==> src/rtl/icache_pkg.sv <==
// Shared types, default geometry and derived widths for the set-associative icache.
// Optional performance counters in the top are enabled with ICACHE_PERF_CNT_EN.
package icache_pkg;

    function automatic int clog2(input int value);
        int bits;
        bits = 0;
        for (int p = 1; p < value; p = p * 2) begin
            bits++;
        end
        return bits;
    endfunction

    localparam int DEF_ADDR_WIDTH = 32;
    localparam int DEF_LINE_WIDTH = 128;
    localparam int DEF_NUM_SETS   = 4;
    localparam int DEF_NUM_WAYS   = 2;

    localparam int OFF_W = clog2(DEF_LINE_WIDTH / 8);
    localparam int IDX_W = clog2(DEF_NUM_SETS);
    localparam int TAG_W = DEF_ADDR_WIDTH - OFF_W - IDX_W;
    localparam int WAY_W = (DEF_NUM_WAYS > 1) ? clog2(DEF_NUM_WAYS) : 1;

    typedef enum logic [1:0] {
        IDLE      = 2'd0,
        MISS_REQ  = 2'd1,
        MISS_WAIT = 2'd2,
        RESP      = 2'd3
    } icache_state_t;

    typedef logic [DEF_LINE_WIDTH-1:0] line_t;
    typedef logic [TAG_W-1:0]          tag_t;

endpackage

==> src/rtl/icache_plru.sv <==
// Per-set tree pseudo-LRU: victim lookup for one set, one update per cycle.
// Tree bits point toward the next victim; an access flips its path away.
module icache_plru
    import icache_pkg::*;
#(
    parameter int NUM_SETS = 4,
    parameter int NUM_WAYS = 2,
    localparam int IDX_BITS = (NUM_SETS > 1) ? clog2(NUM_SETS) : 1,
    localparam int WAY_BITS = (NUM_WAYS > 1) ? clog2(NUM_WAYS) : 1
) (
    input  logic                clock,
    input  logic                reset,
    input  logic                clear,
    input  logic [IDX_BITS-1:0] victim_set,
    output logic [WAY_BITS-1:0] victim_way,
    input  logic                upd_valid,
    input  logic [IDX_BITS-1:0] upd_set,
    input  logic [WAY_BITS-1:0] upd_way
);

    generate
        if (NUM_WAYS == 1) begin : g_direct
            logic unused_plru;
            assign unused_plru = ^{clock, reset, clear, victim_set, upd_valid, upd_set, upd_way};
            assign victim_way  = '0;
        end else begin : g_tree
            logic [NUM_WAYS-2:0] tree [NUM_SETS];
            logic [NUM_WAYS-2:0] tree_upd;

            always_comb begin
                logic [NUM_WAYS-2:0] t;
                logic [WAY_BITS-1:0] node;
                logic [WAY_BITS-1:0] way;
                t    = tree[victim_set];
                node = '0;
                way  = '0;
                for (int l = 0; l < WAY_BITS; l++) begin
                    way  = WAY_BITS'((int'(way) << 1) | int'(t[node]));
                    node = WAY_BITS'(2 * int'(node) + 1 + int'(t[node]));
                end
                victim_way = way;
            end

            always_comb begin
                logic [WAY_BITS-1:0] node;
                logic                b;
                tree_upd = tree[upd_set];
                node     = '0;
                for (int l = 0; l < WAY_BITS; l++) begin
                    b              = upd_way[WAY_BITS-1-l];
                    tree_upd[node] = ~b;
                    node           = WAY_BITS'(2 * int'(node) + 1 + int'(b));
                end
            end

            always_ff @(posedge clock or negedge reset) begin
                if (!reset) begin
                    for (int s = 0; s < NUM_SETS; s++) tree[s] <= '0;
                end else if (clear) begin
                    for (int s = 0; s < NUM_SETS; s++) tree[s] <= '0;
                end else if (upd_valid) begin
                    tree[upd_set] <= tree_upd;
                end
            end
        end
    endgenerate

endmodule

==> src/rtl/icache_set_assoc.sv <==
// Blocking set-associative read-only instruction cache with handshaked fetch/memory sides.
// Define ICACHE_PERF_CNT_EN to add saturating hit_count/miss_count outputs.
module icache_set_assoc
    import icache_pkg::*;
#(
    parameter int ADDR_WIDTH = DEF_ADDR_WIDTH,
    parameter int LINE_WIDTH = DEF_LINE_WIDTH,
    parameter int NUM_SETS   = DEF_NUM_SETS,
    parameter int NUM_WAYS   = DEF_NUM_WAYS
) (
    input  logic                  clock,
    input  logic                  reset,
    input  logic [ADDR_WIDTH-1:0] req_addr,
    input  logic                  req_valid,
    output logic                  req_ready,
    output logic [LINE_WIDTH-1:0] rsp_data,
    output logic                  rsp_valid,
    input  logic                  flush,
    output logic [ADDR_WIDTH-1:0] mem_req_addr,
    output logic                  mem_req_valid,
    input  logic                  mem_req_ready,
    input  logic [LINE_WIDTH-1:0] mem_rsp_data,
    input  logic                  mem_rsp_valid
`ifdef ICACHE_PERF_CNT_EN
    ,
    output logic [31:0]           hit_count,
    output logic [31:0]           miss_count
`endif
);

    localparam int OFF_BITS = clog2(LINE_WIDTH / 8);
    localparam int SET_BITS = clog2(NUM_SETS);
    localparam int IDX_BITS = (SET_BITS > 0) ? SET_BITS : 1;
    localparam int TAG_BITS = ADDR_WIDTH - OFF_BITS - SET_BITS;
    localparam int WAY_BITS = (NUM_WAYS > 1) ? clog2(NUM_WAYS) : 1;

    icache_state_t state, state_next;

    logic [IDX_BITS-1:0]   req_idx, miss_idx;
    logic [TAG_BITS-1:0]   req_tag, miss_tag;
    logic [WAY_BITS-1:0]   hit_way, victim_way, plru_way, miss_way;
    logic [NUM_WAYS-1:0]   hit_vec, set_valid;
    logic                  hit, accept, fill, clear_all, flush_pend;
    logic                  lru_upd;
    logic [IDX_BITS-1:0]   lru_set;
    logic [WAY_BITS-1:0]   lru_way;

    logic [NUM_SETS-1:0]   valid    [NUM_WAYS];
    logic [TAG_BITS-1:0]   tag_mem  [NUM_WAYS][NUM_SETS];
    logic [LINE_WIDTH-1:0] data_mem [NUM_WAYS][NUM_SETS];

    logic unused_off;
    assign unused_off = ^req_addr[OFF_BITS-1:0];

    generate
        if (SET_BITS == 0) begin : g_one_set
            assign req_idx = '0;
        end else begin : g_sets
            assign req_idx = req_addr[OFF_BITS +: SET_BITS];
        end
    endgenerate
    assign req_tag = req_addr[ADDR_WIDTH-1 -: TAG_BITS];

    genvar gi;
    generate
        for (gi = 0; gi < NUM_WAYS; gi++) begin : g_way
            assign set_valid[gi] = valid[gi][req_idx];
            assign hit_vec[gi]   = set_valid[gi] && (tag_mem[gi][req_idx] == req_tag);
        end
    endgenerate

    assign hit = |hit_vec;

    always_comb begin
        hit_way = '0;
        for (int w = 0; w < NUM_WAYS; w++) begin
            if (hit_vec[w]) hit_way = WAY_BITS'(w);
        end
    end

    // Descending scan so the lowest-index invalid way is the last to win.
    always_comb begin
        victim_way = plru_way;
        for (int w = NUM_WAYS - 1; w >= 0; w--) begin
            if (!set_valid[w]) victim_way = WAY_BITS'(w);
        end
    end

    assign req_ready     = reset && (state == IDLE);
    assign accept        = req_valid && req_ready;
    assign mem_req_valid = (state == MISS_REQ);
    assign fill          = (state == MISS_WAIT) && mem_rsp_valid;
    assign clear_all     = ((state == IDLE) && flush) ||
                           ((state == RESP) && (flush_pend || flush));

    always_comb begin
        state_next = state;
        case (state)
            IDLE:      if (accept && !hit) state_next = MISS_REQ;
            MISS_REQ:  if (mem_req_ready)  state_next = MISS_WAIT;
            MISS_WAIT: if (mem_rsp_valid)  state_next = RESP;
            RESP:      state_next = IDLE;
            default:   state_next = IDLE;
        endcase
    end

    always_ff @(posedge clock or negedge reset) begin
        if (!reset) begin
            state        <= IDLE;
            miss_idx     <= '0;
            miss_tag     <= '0;
            miss_way     <= '0;
            mem_req_addr <= '0;
            flush_pend   <= 1'b0;
            rsp_valid    <= 1'b0;
            rsp_data     <= '0;
        end else begin
            state     <= state_next;
            rsp_valid <= (accept && hit) || fill;
            if (accept && !hit) begin
                miss_idx     <= req_idx;
                miss_tag     <= req_tag;
                miss_way     <= victim_way;
                mem_req_addr <= {req_addr[ADDR_WIDTH-1:OFF_BITS], {OFF_BITS{1'b0}}};
            end
            if (accept && hit) begin
                rsp_data <= data_mem[hit_way][req_idx];
            end else if (fill) begin
                rsp_data <= mem_rsp_data;
            end
            if (state == RESP) begin
                flush_pend <= 1'b0;
            end else if (flush && (state != IDLE)) begin
                flush_pend <= 1'b1;
            end
        end
    end

    always_ff @(posedge clock or negedge reset) begin
        if (!reset) begin
            for (int w = 0; w < NUM_WAYS; w++) valid[w] <= '0;
        end else if (clear_all) begin
            for (int w = 0; w < NUM_WAYS; w++) valid[w] <= '0;
        end else if (fill) begin
            valid[miss_way][miss_idx] <= 1'b1;
        end
    end

    // Line and tag storage carry no reset; only the valid bits gate them.
    always_ff @(posedge clock) begin
        if (fill) begin
            data_mem[miss_way][miss_idx] <= mem_rsp_data;
            tag_mem[miss_way][miss_idx]  <= miss_tag;
        end
    end

    assign lru_upd = (accept && hit) || fill;
    assign lru_set = fill ? miss_idx : req_idx;
    assign lru_way = fill ? miss_way : hit_way;

    icache_plru #(
        .NUM_SETS (NUM_SETS),
        .NUM_WAYS (NUM_WAYS)
    ) u_plru (
        .clock      (clock),
        .reset      (reset),
        .clear      (clear_all),
        .victim_set (req_idx),
        .victim_way (plru_way),
        .upd_valid  (lru_upd),
        .upd_set    (lru_set),
        .upd_way    (lru_way)
    );

`ifdef ICACHE_PERF_CNT_EN
    always_ff @(posedge clock or negedge reset) begin
        if (!reset) begin
            hit_count  <= '0;
            miss_count <= '0;
        end else begin
            if (accept && hit && (hit_count != '1))    hit_count  <= hit_count + 32'd1;
            if (accept && !hit && (miss_count != '1))  miss_count <= miss_count + 32'd1;
        end
    end
`endif

endmodule

==> config.mk <==
export PLATFORM = sky130hd
export DESIGN_NAME = icache_set_assoc
export DESIGN_NICKNAME = d
export VERILOG_FILES = /design/src/rtl/icache_pkg.sv /design/src/rtl/icache_plru.sv /design/src/rtl/icache_set_assoc.sv
export SDC_FILE = /design/constraint.sdc
export NUM_CORES = 2
export LEC_CHECK = 0
export BUFFER_PORTS_ARGS = -buffer_cell sky130_fd_sc_hd__buf_2
export CORE_ASPECT_RATIO = 1.1
export CORE_MARGIN = 3
export CORE_UTILIZATION = 60
export CTS_CLUSTER_DIAMETER = 100
export DETAILED_ROUTE_END_ITERATION = 8
export GPL_TIMING_DRIVEN = 0
export HOLD_SLACK_MARGIN = 0.15
export PLACE_DENSITY = 0.84
export SLEW_MARGIN = 5
export SYNTH_ARGS = -nofsm -noshare
export SYNTH_HDL_FRONTEND = slang
export SYNTH_HIERARCHICAL = 1
export SYNTH_SLANG_ARGS = --single-unit
==> constraint.sdc <==
create_clock -name clock -period 22 [get_ports clock]
set_clock_uncertainty 0.15 [all_clocks]
set_input_delay 2.2 -clock clock [delete_from_list [all_inputs] [get_ports clock]]
set_output_delay 2.2 -clock clock [all_outputs]
set_load 0.1 [all_outputs]
==> metrics.md <==
| Metric | Value |
|---|---|
| Max_cap viols | `1` |
| Worst-skew pair later-pin latency | `0.77 ns` |
| Vias in the first global route | `40.8k` |
| Critical path arrival | `7.89 ns` |
| Final worst-path cycle share | `0.334` |
| PwrDens | `113 nW/um2` |
| Top post-synthesis cells by area | `edfxtp_1 (62%), dfrtp_1 (7.2%), mux2i_1 (7.2%)` |
| Yosys warns | `6` |
| Grt ovf | `0` |
| H-tree level count | `4` |
| Post-route DRC | `0` |
| Hold crit path type | `reg2reg` |
| Total track usage | `0.336` |
| Place WS | `14.13 ns` |
| Vias | `41.3k` |
| Final Setup Violations | `0` |
| Post-CTS Setup Repair Bufs | `0` |
| ANT nets after route | `0` |
| Port Buf Inserts | `around 320` |
| Setup TNS | `0 ns` |
| Synth Flop Type | `edfxtp_1` |
| Crit. End Element | `register` |
| Routed Wire Length | `177,000 um` |
| FFs w/ async S/R, synth | `0.123` |
| Layout cells sized above 1 | `0.172` |
| Synth Area per Inst | `between 10 and 15 um2` |
| Layout Cells excl Fill | `slightly above 6k` |
| Worst EP required | `22.53 ns` |
| Die X | `307 um` |
| Root Driver | `clkbuf_16` |
| Yosys cell types | `between 60 and 70` |
| Commonest cells in the netlist | `edfxtp_1 (1,232), mux2i_1 (427), nor2_1 (411)` |
| Crit-path max FO | `10` |
| Post-DP HPWL | `116,000 um` |
| CORE AREA | `98,000 um2` |
| Sequential-to-total area share from yosys stat | `0.692` |
| Worst-path clk slew | `0.06 ns` |
| Number of synthesized flops with an enable pin | `1,232` |
| Minimum clock period after layout | `~7.4 ns` |
| Worst Reg-to-Reg Cells | `11` |
| DR pass1 iterations | `6` |
| Final Cell Area | `69,100 um2` |
| Post-DR vias/cell | `6.72` |
| RePlAce Congestion | `0.875` |
| Post-synth top area share | `0.619` |
| Worst Tran Pin Value | `1.51 ns` |
| Clock tree sinks | `1,405` |
| CP Launch Type | `primary input` |
| P&R area growth vs syn | `15.7%` |
| Failing checks | `max-capacitance violations, max-slew violations` |
| Nets | `roughly 4.9k` |
| Flops & latches, synth | `1,405` |
| RSZ-0062 raised after global routing | `no` |
| VDD IR max | `0.146 mV` |
| Global-route wire length before repair | `257,000 um` |
| Cts hold-fix bufs | `0` |
| CTS tree | `built` |
| Fin. Hold Viols | `0` |
| Peak Freq | `136 MHz` |
| Post-cts sizing count | `0` |
| Die Area | `a little over 100,000 um2` |
| Synthesized cell area | `59,700 um2` |
| Slew Viols, Final | `11` |
| Cell Rows | `120` |
| Clock tree buffer depth | `3` |
| Dominant cell by count in the synthesized netlist | `edfxtp_1` |
| Die span in y | `337 um` |
| Cells after Synth | `4,133` |
| Starting Density | `0.609` |
| Run status | `finished with violations` |
| Area leader, netlist | `edfxtp_1` |
| IO Pins | `329` |
| CTS buffer count | `138` |
| Largest net degree at the start of global routing | `80` |
| Slew HR | `-0.00999` |
| R2R Setup Slk | `16.59 ns` |
| Wire length per cell | `28.8 um` |
| Placed instance area | `between 60,000 and 70,000 um2` |
| Initial antenna violation count | `36` |
| Leakage | `23.6 nW` |
| DRT iter0 DRCs | `between 5k and 6k` |
| Setup Crit Path Kind | `in2reg` |
| Min-Delay Path Depth | `2` |
| Worst Slack Setup Final | `14.64 ns` |
| Dpl cells | `5,854` |
through the flow:
step	hold WS [ns]	power, mW	utilization
after floorplan	0.311	4.92	-
after global placement	0.324	5.45	0.642
after detailed placement	0.354	5.44	0.657
after CTS	0.366	7.81	0.704
after global routing	0.385	8.02	0.704
final	0.376	7.83	0.704
area by class of cell:
class / instances / area, um2
inverters: 16 / 60.1
flip-flops and latches: 1405 / 41300
well taps: 1281 / 1600
clock inverters: 61 / 627
plain buffers: 338 / 1640
multi-input cells: 2377 / 16800
diodes: 34 / 85.1
fillers: 6006 / 29000
clock buffers: 192 / 3950
repair buffers: 437 / 3020
registers in the layout (all words and copies together) (netlist names), 2 cells and up:
register,flops
valid,8
tag_mem,208
miss_tag,26
state,2
rsp_data,128
data_mem,1024
u_plru/g_tree.tree,4
logic make-up (layout without fill, tap and decap cells):
group | count (synthesis) | after routing | share of synthesized area
AO/OA/AOI/OAI | 568 | 568 | 0.0768
XOR/XNOR | 39 | 39 | 0.00572
adder cells (fa/ha/maj) | 5 | 5 | 0.00105
buffers and inverters | 354 | 1044 | 0.0284
flip-flops | 1405 | 1405 | 0.692
multiplexers | 501 | 501 | 0.0927
other | 1 | 38 | 0.0000628
AND/OR/NAND/NOR | 1260 | 1260 | 0.103
cell usage in the layout (no fill, tap or decap), types with 5 or more instances in the layout:
cell type and n:
edfxtp_1 1232, mux2i_1 427, nor2_1 408, buf_2 368, nand2_1 278, nand2b_1 268
clkbuf_1 262, dfrtp_1 173, clkbuf_16 143, nor4_1 132, a211oi_1 131, a31oi_1 129
a311o_1 128, o2111ai_1 128, and3_1 128, buf_4 75, buf_6 39, mux4_2 38
mux2_2 36, diode_2 34, xnor2_1 28, clkinv_2 27, buf_12 24, clkbuf_8 19
inv_1 14, buf_1 14, clkinv_1 12, xor2_1 11, bufinv_16 11, buf_8 9
buf_16 9, o21ai_0 8, nand4_1 8, a21oi_1 7, nand3_1 6, inv_6 6
clkbuf_2 5, ha_1 5
report_power, final:
part	switching [mW]	internal, mW
sequential	0.207	3.24
clock	1.01	1.39
combinational	1.61	0.382
total	2.83	5.01
worst paths after layout:
path,startpoint,endpoint
setup / recovery,req_addr[5],u_plru/g_tree.tree[3]$_DFFE_PN0P_
hold / removal,valid[4]$_DFFE_PN0P_,valid[4]$_DFFE_PN0P_
setup reg to reg,tag_mem[1][101]$_DFFE_PP_,u_plru/g_tree.tree[3]$_DFFE_PN0P_
hold reg to reg,valid[4]$_DFFE_PN0P_,valid[4]$_DFFE_PN0P_
max in group asynchronous,reset,rsp_data[111]$_DFFE_PN0P_
min in group asynchronous,reset,miss_tag[16]$_DFFE_PN0P_
layer usage:
| metal | global-route usage | vias up | share of wire |
|---|---|---|---|
| met5 | 0 | - | 0.00033 |
| met4 | 0.193 | 8 | 0.059 |
| met3 | 0.103 | 668 | 0.13 |
| met2 | 0.539 | 3313 | 0.48 |
| met1 | 0.407 | 20100 | 0.33 |
| li1 | - | 17200 | - |
critical path: stages:
cell     delay (ns)
buf_2          0.13
buf_4          0.20
buf_4          0.26
buf_2          0.36
mux4_2         0.37
xnor2_1        0.31
nand4_1        0.15
nor4_1         0.67
nand4_1        0.49
a21oi_2        0.62
buf_2          0.66
buf_1          0.70
or2_2          0.31
nor3b_1        0.24
mux2i_1        0.20
Note: power is estimated with default switching activity, not from simulation.
